===== config.mk =====
export PLATFORM = sky130hd
export DESIGN_NAME = spmv_val_rd_arbiter_flat
export DESIGN_NICKNAME = d
export VERILOG_FILES = /design/src/rtl/spmv_val_arb_pkg.sv /design/src/rtl/spmv_val_rd_arbiter_if.sv /design/src/rtl/spmv_id_fifo.sv /design/src/rtl/spmv_val_rd_arbiter.sv /design/src/flat_wrapper.sv
export SDC_FILE = /design/constraint.sdc
export NUM_CORES = 1
export LEC_CHECK = 0
export BUFFER_PORTS_ARGS = -buffer_cell sky130_fd_sc_hd__buf_4
export CAP_MARGIN = 0
export CORE_AREA = 2 2 770 772
export CTS_BUF_LIST = sky130_fd_sc_hd__clkbuf_16
export DETAILED_ROUTE_END_ITERATION = 12
export DIE_AREA = 0 0 772 774
export PLACE_DENSITY = 0.3
export SLEW_MARGIN = 10
export SYNTH_ARGS = -nofsm -noshare
export SYNTH_HDL_FRONTEND = slang
export SYNTH_SLANG_ARGS = --single-unit

===== constraint.sdc =====
create_clock -name clk -period 4.5 [get_ports clk]
set_input_delay 1.35 -clock clk [delete_from_list [all_inputs] [get_ports clk]]
set_output_delay 1.35 -clock clk [all_outputs]
set_load 0.01 [all_outputs]

===== src/rtl/spmv_val_arb_pkg.sv =====
// Shared types and width helpers for the SpMV Val-port read arbiter.
package spmv_val_arb_pkg;

  typedef enum logic {
    IDLE  = 1'b0,
    ISSUE = 1'b1
  } arb_state_e;

  // Width of a requester id; a single requester still needs one bit.
  function automatic int id_width(input int num_req);
    return (num_req > 1) ? $clog2(num_req) : 1;
  endfunction

  function automatic int ptr_width(input int depth);
    return (depth > 1) ? $clog2(depth) : 1;
  endfunction

endpackage


===== src/rtl/spmv_val_rd_arbiter_if.sv =====
// Kernel-side AR/R bundle plus the HBM master port of the Val read arbiter.
interface spmv_val_rd_arbiter_if #(
  parameter int NUM_REQ = 4,
  parameter int ADDR_W  = 48,
  parameter int DATA_W  = 256
);
  logic [NUM_REQ*ADDR_W-1:0] s_araddr;
  logic [NUM_REQ*8-1:0]      s_arlen;
  logic [NUM_REQ*3-1:0]      s_arsize;
  logic [NUM_REQ*2-1:0]      s_arburst;
  logic [NUM_REQ-1:0]        s_arvalid;
  logic [NUM_REQ-1:0]        s_arready;
  logic [NUM_REQ*DATA_W-1:0] s_rdata;
  logic [NUM_REQ*2-1:0]      s_rresp;
  logic [NUM_REQ-1:0]        s_rlast;
  logic [NUM_REQ-1:0]        s_rvalid;
  logic [NUM_REQ-1:0]        s_rready;

  logic [ADDR_W-1:0]   m_araddr;
  logic [7:0]          m_arlen;
  logic [2:0]          m_arsize;
  logic [1:0]          m_arburst;
  logic                m_arvalid;
  logic                m_arready;
  logic [DATA_W-1:0]   m_rdata;
  logic [1:0]          m_rresp;
  logic                m_rlast;
  logic                m_rvalid;
  logic                m_rready;
  logic [ADDR_W-1:0]   m_awaddr;
  logic [7:0]          m_awlen;
  logic [2:0]          m_awsize;
  logic [1:0]          m_awburst;
  logic                m_awvalid;
  logic                m_awready;
  logic [DATA_W-1:0]   m_wdata;
  logic [DATA_W/8-1:0] m_wstrb;
  logic                m_wlast;
  logic                m_wvalid;
  logic                m_wready;
  logic [1:0]          m_bresp;
  logic                m_bvalid;
  logic                m_bready;

  // Every channel: a transfer happens on a rising clk with valid & ready both
  // high; a raised valid and its payload hold until that transfer completes.
  modport master (
    input  s_araddr, s_arlen, s_arsize, s_arburst, s_arvalid, s_rready,
    output s_arready, s_rdata, s_rresp, s_rlast, s_rvalid,
    output m_araddr, m_arlen, m_arsize, m_arburst, m_arvalid,
    input  m_arready,
    input  m_rdata, m_rresp, m_rlast, m_rvalid,
    output m_rready,
    output m_awaddr, m_awlen, m_awsize, m_awburst, m_awvalid,
    output m_wdata, m_wstrb, m_wlast, m_wvalid, m_bready,
    input  m_awready, m_wready, m_bresp, m_bvalid
  );

  modport slave (
    output s_araddr, s_arlen, s_arsize, s_arburst, s_arvalid, s_rready,
    input  s_arready, s_rdata, s_rresp, s_rlast, s_rvalid,
    input  m_araddr, m_arlen, m_arsize, m_arburst, m_arvalid,
    output m_arready,
    output m_rdata, m_rresp, m_rlast, m_rvalid,
    input  m_rready,
    input  m_awaddr, m_awlen, m_awsize, m_awburst, m_awvalid,
    input  m_wdata, m_wstrb, m_wlast, m_wvalid, m_bready,
    output m_awready, m_wready, m_bresp, m_bvalid
  );
endinterface


===== src/rtl/spmv_id_fifo.sv =====
// Synchronous FIFO recording the order in which requesters were granted.
module spmv_id_fifo
  import spmv_val_arb_pkg::*;
#(
  parameter int WIDTH = 2,
  parameter int DEPTH = 8
) (
  input  logic             clk,
  input  logic             rst,
  input  logic             push_i,
  input  logic [WIDTH-1:0] data_i,
  input  logic             pop_i,
  output logic             full_o,
  output logic             empty_o,
  output logic [WIDTH-1:0] head_o
);
  localparam int AW = ptr_width(DEPTH);

  logic [WIDTH-1:0] mem_q [DEPTH];
  // The extra MSB tells a full FIFO from an empty one when the addresses match.
  logic [AW:0] wr_ptr_q, wr_ptr_d;
  logic [AW:0] rd_ptr_q, rd_ptr_d;
  logic        do_push, do_pop;

  assign empty_o = (wr_ptr_q == rd_ptr_q);
  assign full_o  = (wr_ptr_q[AW] != rd_ptr_q[AW]) &&
                   (wr_ptr_q[AW-1:0] == rd_ptr_q[AW-1:0]);
  assign head_o  = mem_q[rd_ptr_q[AW-1:0]];
  assign do_push = push_i && !full_o;
  assign do_pop  = pop_i && !empty_o;
  assign wr_ptr_d = do_push ? wr_ptr_q + 1'b1 : wr_ptr_q;
  assign rd_ptr_d = do_pop  ? rd_ptr_q + 1'b1 : rd_ptr_q;

  always_ff @(posedge clk) begin
    if (rst) begin
      wr_ptr_q <= '0;
      rd_ptr_q <= '0;
    end else begin
      wr_ptr_q <= wr_ptr_d;
      rd_ptr_q <= rd_ptr_d;
    end
  end

  always_ff @(posedge clk) begin
    if (do_push) mem_q[wr_ptr_q[AW-1:0]] <= data_i;
  end
endmodule


===== src/rtl/spmv_val_rd_arbiter.sv =====
// Round-robin AR arbiter and in-order R demux sharing the HBM Val read port.
module spmv_val_rd_arbiter
  import spmv_val_arb_pkg::*;
#(
  parameter int NUM_REQ         = 4,
  parameter int ADDR_W          = 48,
  parameter int DATA_W          = 256,
  parameter int MAX_OUTSTANDING = 8
) (
  input  logic                  clk,
  input  logic                  rst,
  spmv_val_rd_arbiter_if.master bus,
  output arb_state_e            dbg_state_o
);
  localparam int ID_W = id_width(NUM_REQ);

  arb_state_e        state_q, state_d;
  logic [ID_W-1:0]   rr_ptr_q, rr_ptr_d;
  logic [ID_W-1:0]   gnt_id_q, gnt_id_d;
  logic [ADDR_W-1:0] araddr_q, araddr_d;
  logic [7:0]        arlen_q, arlen_d;
  logic [2:0]        arsize_q, arsize_d;
  logic [1:0]        arburst_q, arburst_d;

  logic [ID_W-1:0]    sel_id, head_id;
  logic               sel_found, grant;
  logic               fifo_push, fifo_pop, fifo_full, fifo_empty;
  logic [NUM_REQ-1:0] arready, rvalid;
  logic               m_rready;

  always_comb begin : rr_select
    logic [ID_W-1:0] cand;
    sel_id    = '0;
    sel_found = 1'b0;
    cand      = '0;
    for (int i = 0; i < NUM_REQ; i++) begin
      cand = ID_W'((int'(rr_ptr_q) + i) % NUM_REQ);
      if (!sel_found && bus.s_arvalid[cand]) begin
        sel_found = 1'b1;
        sel_id    = cand;
      end
    end
  end

  assign grant = (state_q == IDLE) && sel_found && !fifo_full && !rst;

  always_comb begin
    state_d   = state_q;
    rr_ptr_d  = rr_ptr_q;
    gnt_id_d  = gnt_id_q;
    araddr_d  = araddr_q;
    arlen_d   = arlen_q;
    arsize_d  = arsize_q;
    arburst_d = arburst_q;
    arready   = '0;
    fifo_push = 1'b0;
    case (state_q)
      IDLE: begin
        if (grant) begin
          arready[sel_id] = 1'b1;
          fifo_push       = 1'b1;
          gnt_id_d        = sel_id;
          araddr_d        = bus.s_araddr[sel_id*ADDR_W +: ADDR_W];
          arlen_d         = bus.s_arlen[sel_id*8 +: 8];
          arsize_d        = bus.s_arsize[sel_id*3 +: 3];
          arburst_d       = bus.s_arburst[sel_id*2 +: 2];
          state_d         = ISSUE;
        end
      end
      ISSUE: begin
        // The pointer moves only once HBM takes the address, so nobody starves.
        if (bus.m_arready) begin
          state_d  = IDLE;
          rr_ptr_d = (gnt_id_q == ID_W'(NUM_REQ - 1)) ? '0 : gnt_id_q + 1'b1;
        end
      end
      default: state_d = IDLE;
    endcase
  end

  always_ff @(posedge clk) begin
    if (rst) begin
      state_q   <= IDLE;
      rr_ptr_q  <= '0;
      gnt_id_q  <= '0;
      araddr_q  <= '0;
      arlen_q   <= '0;
      arsize_q  <= '0;
      arburst_q <= '0;
    end else begin
      state_q   <= state_d;
      rr_ptr_q  <= rr_ptr_d;
      gnt_id_q  <= gnt_id_d;
      araddr_q  <= araddr_d;
      arlen_q   <= arlen_d;
      arsize_q  <= arsize_d;
      arburst_q <= arburst_d;
    end
  end

  spmv_id_fifo #(
    .WIDTH (ID_W),
    .DEPTH (MAX_OUTSTANDING)
  ) u_order_fifo (
    .clk     (clk),
    .rst     (rst),
    .push_i  (fifo_push),
    .data_i  (sel_id),
    .pop_i   (fifo_pop),
    .full_o  (fifo_full),
    .empty_o (fifo_empty),
    .head_o  (head_id)
  );

  // HBM returns bursts in AR order, so the FIFO head owns every beat in flight.
  always_comb begin
    rvalid = '0;
    if (!fifo_empty) rvalid[head_id] = bus.m_rvalid;
  end

  assign m_rready = !fifo_empty && bus.s_rready[head_id];
  assign fifo_pop = bus.m_rvalid && m_rready && bus.m_rlast;

  assign bus.s_arready = arready;
  assign bus.s_rvalid  = rvalid;
  assign bus.s_rdata   = {NUM_REQ{bus.m_rdata}};
  assign bus.s_rresp   = {NUM_REQ{bus.m_rresp}};
  assign bus.s_rlast   = {NUM_REQ{bus.m_rlast}};
  assign bus.m_rready  = m_rready;

  assign bus.m_araddr  = araddr_q;
  assign bus.m_arlen   = arlen_q;
  assign bus.m_arsize  = arsize_q;
  assign bus.m_arburst = arburst_q;
  assign bus.m_arvalid = (state_q == ISSUE);

  assign bus.m_awaddr  = '0;
  assign bus.m_awlen   = '0;
  assign bus.m_awsize  = '0;
  assign bus.m_awburst = '0;
  assign bus.m_awvalid = 1'b0;
  assign bus.m_wdata   = '0;
  assign bus.m_wstrb   = '0;
  assign bus.m_wlast   = 1'b0;
  assign bus.m_wvalid  = 1'b0;
  assign bus.m_bready  = 1'b1;

  assign dbg_state_o = state_q;
endmodule

===== src/flat_wrapper.sv =====
// flat-port wrapper written by rule: the top's interface ports become plain ports
module spmv_val_rd_arbiter_flat import spmv_val_arb_pkg::*;
#(
  parameter int NUM_REQ         = 4,
  parameter int ADDR_W          = 48,
  parameter int DATA_W          = 256,
  parameter int MAX_OUTSTANDING = 8
)
  (clk, rst, dbg_state_o, bus_s_araddr, bus_s_arlen, bus_s_arsize, bus_s_arburst, bus_s_arvalid, bus_s_rready, bus_s_arready, bus_s_rdata, bus_s_rresp, bus_s_rlast, bus_s_rvalid, bus_m_araddr, bus_m_arlen, bus_m_arsize, bus_m_arburst, bus_m_arvalid, bus_m_arready, bus_m_rdata, bus_m_rresp, bus_m_rlast, bus_m_rvalid, bus_m_rready, bus_m_awaddr, bus_m_awlen, bus_m_awsize, bus_m_awburst, bus_m_awvalid, bus_m_wdata, bus_m_wstrb, bus_m_wlast, bus_m_wvalid, bus_m_bready, bus_m_awready, bus_m_wready, bus_m_bresp, bus_m_bvalid);
  spmv_val_rd_arbiter_if #(.NUM_REQ(NUM_REQ), .ADDR_W(ADDR_W), .DATA_W(DATA_W)) bus_i ();
  input  logic clk;
  input  logic rst;
  output arb_state_e dbg_state_o;
  input wire logic [$bits(bus_i.s_araddr)-1:0] bus_s_araddr;
  input wire logic [$bits(bus_i.s_arlen)-1:0] bus_s_arlen;
  input wire logic [$bits(bus_i.s_arsize)-1:0] bus_s_arsize;
  input wire logic [$bits(bus_i.s_arburst)-1:0] bus_s_arburst;
  input wire logic [$bits(bus_i.s_arvalid)-1:0] bus_s_arvalid;
  input wire logic [$bits(bus_i.s_rready)-1:0] bus_s_rready;
  output wire logic [$bits(bus_i.s_arready)-1:0] bus_s_arready;
  output wire logic [$bits(bus_i.s_rdata)-1:0] bus_s_rdata;
  output wire logic [$bits(bus_i.s_rresp)-1:0] bus_s_rresp;
  output wire logic [$bits(bus_i.s_rlast)-1:0] bus_s_rlast;
  output wire logic [$bits(bus_i.s_rvalid)-1:0] bus_s_rvalid;
  output wire logic [$bits(bus_i.m_araddr)-1:0] bus_m_araddr;
  output wire logic [$bits(bus_i.m_arlen)-1:0] bus_m_arlen;
  output wire logic [$bits(bus_i.m_arsize)-1:0] bus_m_arsize;
  output wire logic [$bits(bus_i.m_arburst)-1:0] bus_m_arburst;
  output wire logic [$bits(bus_i.m_arvalid)-1:0] bus_m_arvalid;
  input wire logic [$bits(bus_i.m_arready)-1:0] bus_m_arready;
  input wire logic [$bits(bus_i.m_rdata)-1:0] bus_m_rdata;
  input wire logic [$bits(bus_i.m_rresp)-1:0] bus_m_rresp;
  input wire logic [$bits(bus_i.m_rlast)-1:0] bus_m_rlast;
  input wire logic [$bits(bus_i.m_rvalid)-1:0] bus_m_rvalid;
  output wire logic [$bits(bus_i.m_rready)-1:0] bus_m_rready;
  output wire logic [$bits(bus_i.m_awaddr)-1:0] bus_m_awaddr;
  output wire logic [$bits(bus_i.m_awlen)-1:0] bus_m_awlen;
  output wire logic [$bits(bus_i.m_awsize)-1:0] bus_m_awsize;
  output wire logic [$bits(bus_i.m_awburst)-1:0] bus_m_awburst;
  output wire logic [$bits(bus_i.m_awvalid)-1:0] bus_m_awvalid;
  output wire logic [$bits(bus_i.m_wdata)-1:0] bus_m_wdata;
  output wire logic [$bits(bus_i.m_wstrb)-1:0] bus_m_wstrb;
  output wire logic [$bits(bus_i.m_wlast)-1:0] bus_m_wlast;
  output wire logic [$bits(bus_i.m_wvalid)-1:0] bus_m_wvalid;
  output wire logic [$bits(bus_i.m_bready)-1:0] bus_m_bready;
  input wire logic [$bits(bus_i.m_awready)-1:0] bus_m_awready;
  input wire logic [$bits(bus_i.m_wready)-1:0] bus_m_wready;
  input wire logic [$bits(bus_i.m_bresp)-1:0] bus_m_bresp;
  input wire logic [$bits(bus_i.m_bvalid)-1:0] bus_m_bvalid;
  assign bus_i.s_araddr = bus_s_araddr;
  assign bus_i.s_arlen = bus_s_arlen;
  assign bus_i.s_arsize = bus_s_arsize;
  assign bus_i.s_arburst = bus_s_arburst;
  assign bus_i.s_arvalid = bus_s_arvalid;
  assign bus_i.s_rready = bus_s_rready;
  assign bus_s_arready = bus_i.s_arready;
  assign bus_s_rdata = bus_i.s_rdata;
  assign bus_s_rresp = bus_i.s_rresp;
  assign bus_s_rlast = bus_i.s_rlast;
  assign bus_s_rvalid = bus_i.s_rvalid;
  assign bus_m_araddr = bus_i.m_araddr;
  assign bus_m_arlen = bus_i.m_arlen;
  assign bus_m_arsize = bus_i.m_arsize;
  assign bus_m_arburst = bus_i.m_arburst;
  assign bus_m_arvalid = bus_i.m_arvalid;
  assign bus_i.m_arready = bus_m_arready;
  assign bus_i.m_rdata = bus_m_rdata;
  assign bus_i.m_rresp = bus_m_rresp;
  assign bus_i.m_rlast = bus_m_rlast;
  assign bus_i.m_rvalid = bus_m_rvalid;
  assign bus_m_rready = bus_i.m_rready;
  assign bus_m_awaddr = bus_i.m_awaddr;
  assign bus_m_awlen = bus_i.m_awlen;
  assign bus_m_awsize = bus_i.m_awsize;
  assign bus_m_awburst = bus_i.m_awburst;
  assign bus_m_awvalid = bus_i.m_awvalid;
  assign bus_m_wdata = bus_i.m_wdata;
  assign bus_m_wstrb = bus_i.m_wstrb;
  assign bus_m_wlast = bus_i.m_wlast;
  assign bus_m_wvalid = bus_i.m_wvalid;
  assign bus_m_bready = bus_i.m_bready;
  assign bus_i.m_awready = bus_m_awready;
  assign bus_i.m_wready = bus_m_wready;
  assign bus_i.m_bresp = bus_m_bresp;
  assign bus_i.m_bvalid = bus_m_bvalid;
  spmv_val_rd_arbiter #(.NUM_REQ(NUM_REQ), .ADDR_W(ADDR_W), .DATA_W(DATA_W), .MAX_OUTSTANDING(MAX_OUTSTANDING)) u_core (.clk(clk), .rst(rst), .bus(bus_i), .dbg_state_o(dbg_state_o));
endmodule

# == Word level (Yosys, flattened, before mapping) ==
# Memories as Yosys holds them, arrays and structs flattened. A register that Yosys moved wholly into a read port is not among the register bits.
# Cells that the tools add are included.
# W data, S select, Z words.
# totals
input_bits,520
ff_bits,74
mem_bits_rw,16
out_inout_bits,1461
n_memories,1
elab_cells,92
# memory_table
name,words,width,read_ports,rd_clocked_by_memory_dff,write_ports,line_no,text
u_core.u_order_fifo.mem_q,8,2,1,1,1,spmv_id_fifo.sv:19,logic [WIDTH-1:0] mem_q [DEPTH];
# classes
bitwise_logic,2
addsub,6
n_eq_ne,4
reduce_logical,22
mux,34
mul,2
shift,4
n_lt_le_gt_ge,8
# ops
operator,n
$shiftx A192 B9 Y48,1
$shiftx A32 B6 Y8,1
$lt A2 B3 Y1 const B,6
$mux W1,16
$logic_and A1 B1 Y1,14
$mux W4,3
$shiftx A12 B5 Y3,1
$bmux W1 S2,5
$mux W2,5
$add A4 B1 Y4 const B,2
$mul A2 B2 Y4 const B,2
$shiftx A8 B4 Y2,1
$logic_not A1 Y1,6
$mux W3,2
$add A2 B1 Y2 const B,2
$add A2 B2 Y2 const B,2
$and A4 B4 Y4,1
$demux W1 S2,2
$eq A4 B4 Y1,1
$ge A2 B1 Y1 const B,2
$reduce_and A2 Y1,2
$eq A3 B3 Y1,1
$eq A2 B2 Y1 const B,1
$pmux W1 S2,1
2 further kinds,2

# == Logic depth before layout (Yosys ltp) ==
# depth
ltp_word,20
ltp_mapped,9
ltp_nobuf,6

# == By module ==
# From an unflattened synthesis, not the netlist that was laid out.
# hier_totals
hier_cells,2010
hier_area_um2,16105.4
# by_module_without_submodules
module,seq_area_each_um2,cells_each,area_per_inst_um2,instances
spmv_val_rd_arbiter,1321.3,1903,14745.4,1
spmv_id_fifo,700.7,107,1360.1,1

# == Least setup slack after synthesis ==
# OpenSTA, ideal clock, no wires.
# synth_path
path_type,input port to output port
from,in bus_s_arvalid[1]
to,out bus_s_arready[0]
t_required_ns,3.150
arrival_ns,2.812
stages,6
path_slack_ns,0.338
n_path_buf,2
cell_sequence,nand2b_1 -> a21oi_1 -> clkbuf_1 -> clkbuf_1 -> a211oi_1 -> nor3_1
# synth_between
elab_chain_len,18
elab_cells_between_ends,32
cone_classes,order compare (2); mux (20); reduce/logical (10)
# synth_lines
item,line_no,text
from (decl),flat_wrapper.sv:18,input wire logic [$bits(bus_i.s_arvalid)-1:0] bus_s_arvalid;
$bmux W1 S2,spmv_val_rd_arbiter.sv:38,if (!sel_found && bus.s_arvalid[cand]) begin
$mux W1 (not written as such),spmv_val_rd_arbiter.sv:38,
$mux W1,spmv_val_rd_arbiter.sv:38,
$logic_not A1 Y1,spmv_val_rd_arbiter.sv:38,
$logic_and A1 B1 Y1,spmv_val_rd_arbiter.sv:38,
$mux W1,spmv_val_rd_arbiter.sv:38,
$logic_not A1 Y1,spmv_val_rd_arbiter.sv:38,
$logic_and A1 B1 Y1,spmv_val_rd_arbiter.sv:38,
[... 2 more ...],--,
$logic_and A1 B1 Y1,spmv_val_rd_arbiter.sv:38,
$mux W2,spmv_val_rd_arbiter.sv:38,
$lt A2 B3 Y1 (not written as such) / $ge A2 B1 Y1 (equally long branches),spmv_val_rd_arbiter.sv:60,arready[sel_id] = 1'b1;
$logic_and A1 B1 Y1 (not written as such),spmv_val_rd_arbiter.sv:60,
$mux W1 (not written as such),spmv_val_rd_arbiter.sv:60,
$demux W1 S2,--,
$mux W4 *,spmv_val_rd_arbiter.sv:59,if (grant) begin
$mux W4 *,spmv_val_rd_arbiter.sv:57,case (state_q)
to (decl),flat_wrapper.sv:20,output wire logic [$bits(bus_i.s_arready)-1:0] bus_s_arready;
# Every way passes the cells marked *; elsewhere a longest branch is shown, timed or not. The select of a mux whose other input is x is not followed.

==> impl_metrics.py <==
metrics = {
    "yosys": {
        "ys_seq_area_frac": 0.122,
        "syn-cell-area_um2": 16600,
        "synth_enable_flop_cells": 16,
        "synthTopCellsByArea": "buf_4 63%, dfxtp_1 9.3%, a211oi_1 5.6%, nor4b_1 3.3%, o31a_1 3.2%",
        "synth-seq-cells": 93,
        "yosysWarnings": 0,
        "synth-compound-area-share": 0.123,
        "syn_avg_cell_area_um2": 8.07,
        "synthCells": 2055,
        "synth_top_family_by_area": "buffers and inverters",
        "ys_async_sr_fraction": 0,
        "synth_top_area_frac": 0.630,
        "synth.most_common_cell": "buf_4",
        "synth-xor-area-share": 0.00370,
        "synth-simple-area-share": 0.0811,
        "synth_fa_ha_area_frac": 0.00226,
        "synth.distinct_cells": 47,
        "yosysTopAreaCell": "buf_4",
        "synth_common_cells": "1,390 x buf_4, 123 x a211oi_1, 77 x dfxtp_1",
        "synth_mux_area_frac": 0.0157,
        "synthFlopType": "dfxtp_1",
    },
    "power_and_ir_drop": {
        "combPwrFrac": 0.364,
        "swShare": 0.427,
        "p_sw_mw": 1.52,
        "ir_drop_mv": 0.185,
        "seq_power_share": 0.277,
        "power_mw": 3.56,
        "power_density_nw_per_um2": 175,
        "p_leak_nw": 4.90,
        "clkPwrFrac": 0.359,
        "p_int_mw": 2.04,
    },
    "critical_path": {
        "critical_path_class": "flop to output pin",
        "rr_worst_depth": 7,
        "cpLargestDelayFamily": "multiplexers",
        "cp-endpoint": "bus_m_rready",
        "cp.depth": 7,
        "endpoint_kind": "output pin",
        "cp_slowest_stage_delay_ps": 650,
        "worstPathMaxFanout": 6,
        "arrival_ps": 2810,
        "crit_slowest_cell": "mux4_1",
        "crit_required_ps": 3150,
        "reg2reg_slack_ps": 1420,
        "crit_path_start_kind": "flop",
        "r2r_end": "u_core.bus.m_araddr[5]",
        "critPathMostFrequentCell": "buf_4",
        "critPathBufInv": 2,
        "r2r-start": "u_core.u_order_fifo.wr_ptr_q[1]",
        "path_cells": "mux4_1 -> mux2i_4 -> mux2i_1 -> buf_4 -> nor2b_1 -> a221oi_1 -> buf_4",
    },
    "drt": {
        "route.detailed.drc": 0,
        "viasPerCell": 1.17,
        "drtAntennaViolNets": 0,
        "wl_per_cell_um": 26.8,
        "totalWireLength_um": 245000,
        "drtIter0Drc": 628,
        "first_pass_iters": 5,
        "vias": 10700,
    },
    "final_layout": {
        "drive_gt1_frac": 0.312,
        "design_area_um2": 20400,
        "syn_to_final_growth_pct": 22.9,
        "finalNonFillerCells": 9146,
        "fillCellCount": 70300,
        "layout.nets": 1837,
    },
    "grt": {
        "grt_pass1_wl_um": 269000,
        "grtUsageTotal": 0.0782,
        "grt_max_degree": 84,
        "antenna_found_initial": 53,
        "grt_overflow": 0,
        "grt_pass1_vias": 9796,
    },
    "die": {
        "core.rowCount": 282,
        "start_util": 0.0282,
        "core_area_um2": 589000,
        "die-area_um2": 598000,
        "die_x_um": 772,
        "die_h_um": 774,
        "ioPinCount": 1981,
    },
    "clock_tree": {
        "cts_buffers": 13,
        "cts_root_buffer": "clkbuf_16",
        "cts_tree": "built",
        "cts_hold_buffers": 0,
        "htreeDepth": 3,
        "cts_num_sinks": 93,
        "clkLatencyLatePin_ps": 570,
        "clk_pin_slew_ps": 90,
        "postCtsSetupBuffers": 0,
        "clk_path_buf_depth": 3,
        "cts_resized": 0,
    },
    "timing": {
        "hold_viol": 0,
        "setup_viol": 0,
        "finalMaxSlewViolations": 0,
        "fin_worst_skew_ps": 62.8,
        "post-route-period-util": 0.923,
        "setup_tns_ps": 0,
        "setup_ws_ps": 345,
        "rsz0062_at_grt": "no",
        "worst_slew_pin_slew_ps": 879,
        "min_period_ps": 4160,
        "max_freq_mhz": 241,
        "maxSlewHeadroom": 0.406,
    },
    "worst_hold_path": {
        "min-delay-start": "u_core.bus.m_araddr[35]",
        "hp-class": "flop to flop",
    },
    "placed_design": {
        "dp.cells": 9109,
        "gp_congestion": 0.645,
        "portBuffers": 332,
        "place_ws_ps": 407,
        "dp_hpwl_um": 217000,
        "place_area_um2": 19900,
    },
    "outcome": {
        "status": "finished, final reports clean",
    },
    "job": {
        "drv_cap": 0,
    },
}
[worst register-to-register path: stages, from the launching register on]
cell	delay, ps
dfxtp_1	570
xnor2_1	220
nand4b_1	530
nand2_4	270
or2_4	150
buf_4	520
buf_4	530
o31ai_1	180
[power by group through the flow]
stage	clock, mW	sequential, mW	combinational [mW]
floorplan	0	1.02	1.72
global placement	0	1.01	1.36
detailed placement	0	1.01	1.35
CTS	1.46	0.990	1.35
global route	1.43	0.999	1.42
finish	1.28	0.988	1.30
[metal layers]
metal	wire length (um)	part of all wire	track usage
met4	10000	0.041	0.0266
met5	1860	0.0076	0.0218
met1	47400	0.19	0.0437
met3	80500	0.33	0.120
met2	105000	0.43	0.119
[stage by stage]
| step | utilization | hold slack [ps] |
|---|---|---|
| after CTS | 0.0345 | 493 |
| final | 0.0346 | 491 |
| after detailed placement | 0.0339 | 478 |
| after global placement | 0.0339 | 472 |
| after global routing | 0.0345 | 518 |
| after floorplan | - | 468 |
[cells in the final DEF, fill, tap and decap left out, types with 2 or more instances in the layout]
cell / netlist / layout
a211oi_1: 123 / 121
a211oi_2: 0 / 2
a21oi_1: 5 / 4
and3_1: 6 / 6
buf_12: 0 / 12
buf_4: 1390 / 362
bufinv_16: 0 / 2
clkbuf_16: 0 / 13
conb_1: 2 / 353
dfxtp_1: 77 / 77
diode_2: 0 / 20
edfxtp_1: 16 / 16
ha_1: 3 / 3
inv_1: 4 / 3
inv_6: 0 / 2
mux2_1: 4 / 4
mux2i_1: 7 / 7
mux4_1: 2 / 2
mux4_2: 2 / 2
nand2_1: 6 / 5
nand2b_1: 8 / 8
nand3_1: 4 / 4
nand3b_1: 61 / 61
nand4_1: 2 / 2
nand4b_1: 2 / 2
nor2_1: 16 / 15
nor2b_1: 6 / 6
nor3_1: 5 / 5
nor3b_1: 2 / 2
nor4b_1: 63 / 63
o31a_1: 61 / 61
o31ai_1: 61 / 61
xnor2_1: 4 / 4
xor2_1: 3 / 3
[state kept, by name, indices dropped and copies added (netlist names), named ones only]
register                      flops
u_core.bus.m_arvalid              1
u_core.rr_ptr_q                   2
u_core.u_order_fifo.mem_q        16
u_core.gnt_id_q                   2
u_core.u_order_fifo.rd_ptr_q      4
u_core.u_order_fifo.wr_ptr_q      4
u_core.bus.m_arsize               3
u_core.bus.m_araddr              48
u_core.bus.m_arburst              2
u_core.bus.m_arlen                8
[layout make-up]
cell class,count,area [um^2],area share
Tap cell,7810,9770,0.480
Multi-Input combinational cell,826,5130,0.252
Timing Repair Buffer,375,2970,0.146
Sequential cell,93,2020,0.0993
Clock buffer,13,325,0.0160
Clock inverter,4,71.3,0.00350
Antenna cell,20,50.0,0.00246
Inverter,5,28.8,0.00141
[kinds of logic after synthesis]
family	count (synthesis)
xor gates and xnor gates	7
DFF	93
AOI/OAI and AO/OA	259
buffers and inverters	1487
other	2
and+or+nand+nor	186
muxes	18
adders and majority gates	3
[worst min path at each step]
stage / to / slack [ps] / cells after the start
detailed placement: u_core.bus.m_araddr[16] / 480 / 2
global placement: u_core.bus.m_araddr[36] / 470 / 2
global route: u_core.bus.m_araddr[13] / 520 / 2
CTS: u_core.bus.m_araddr[16] / 490 / 2
floorplan: u_core.gnt_id_q[1] / 470 / 2
finish: u_core.bus.m_araddr[35] / 490 / 2
(Power assumes the default switching activity.)
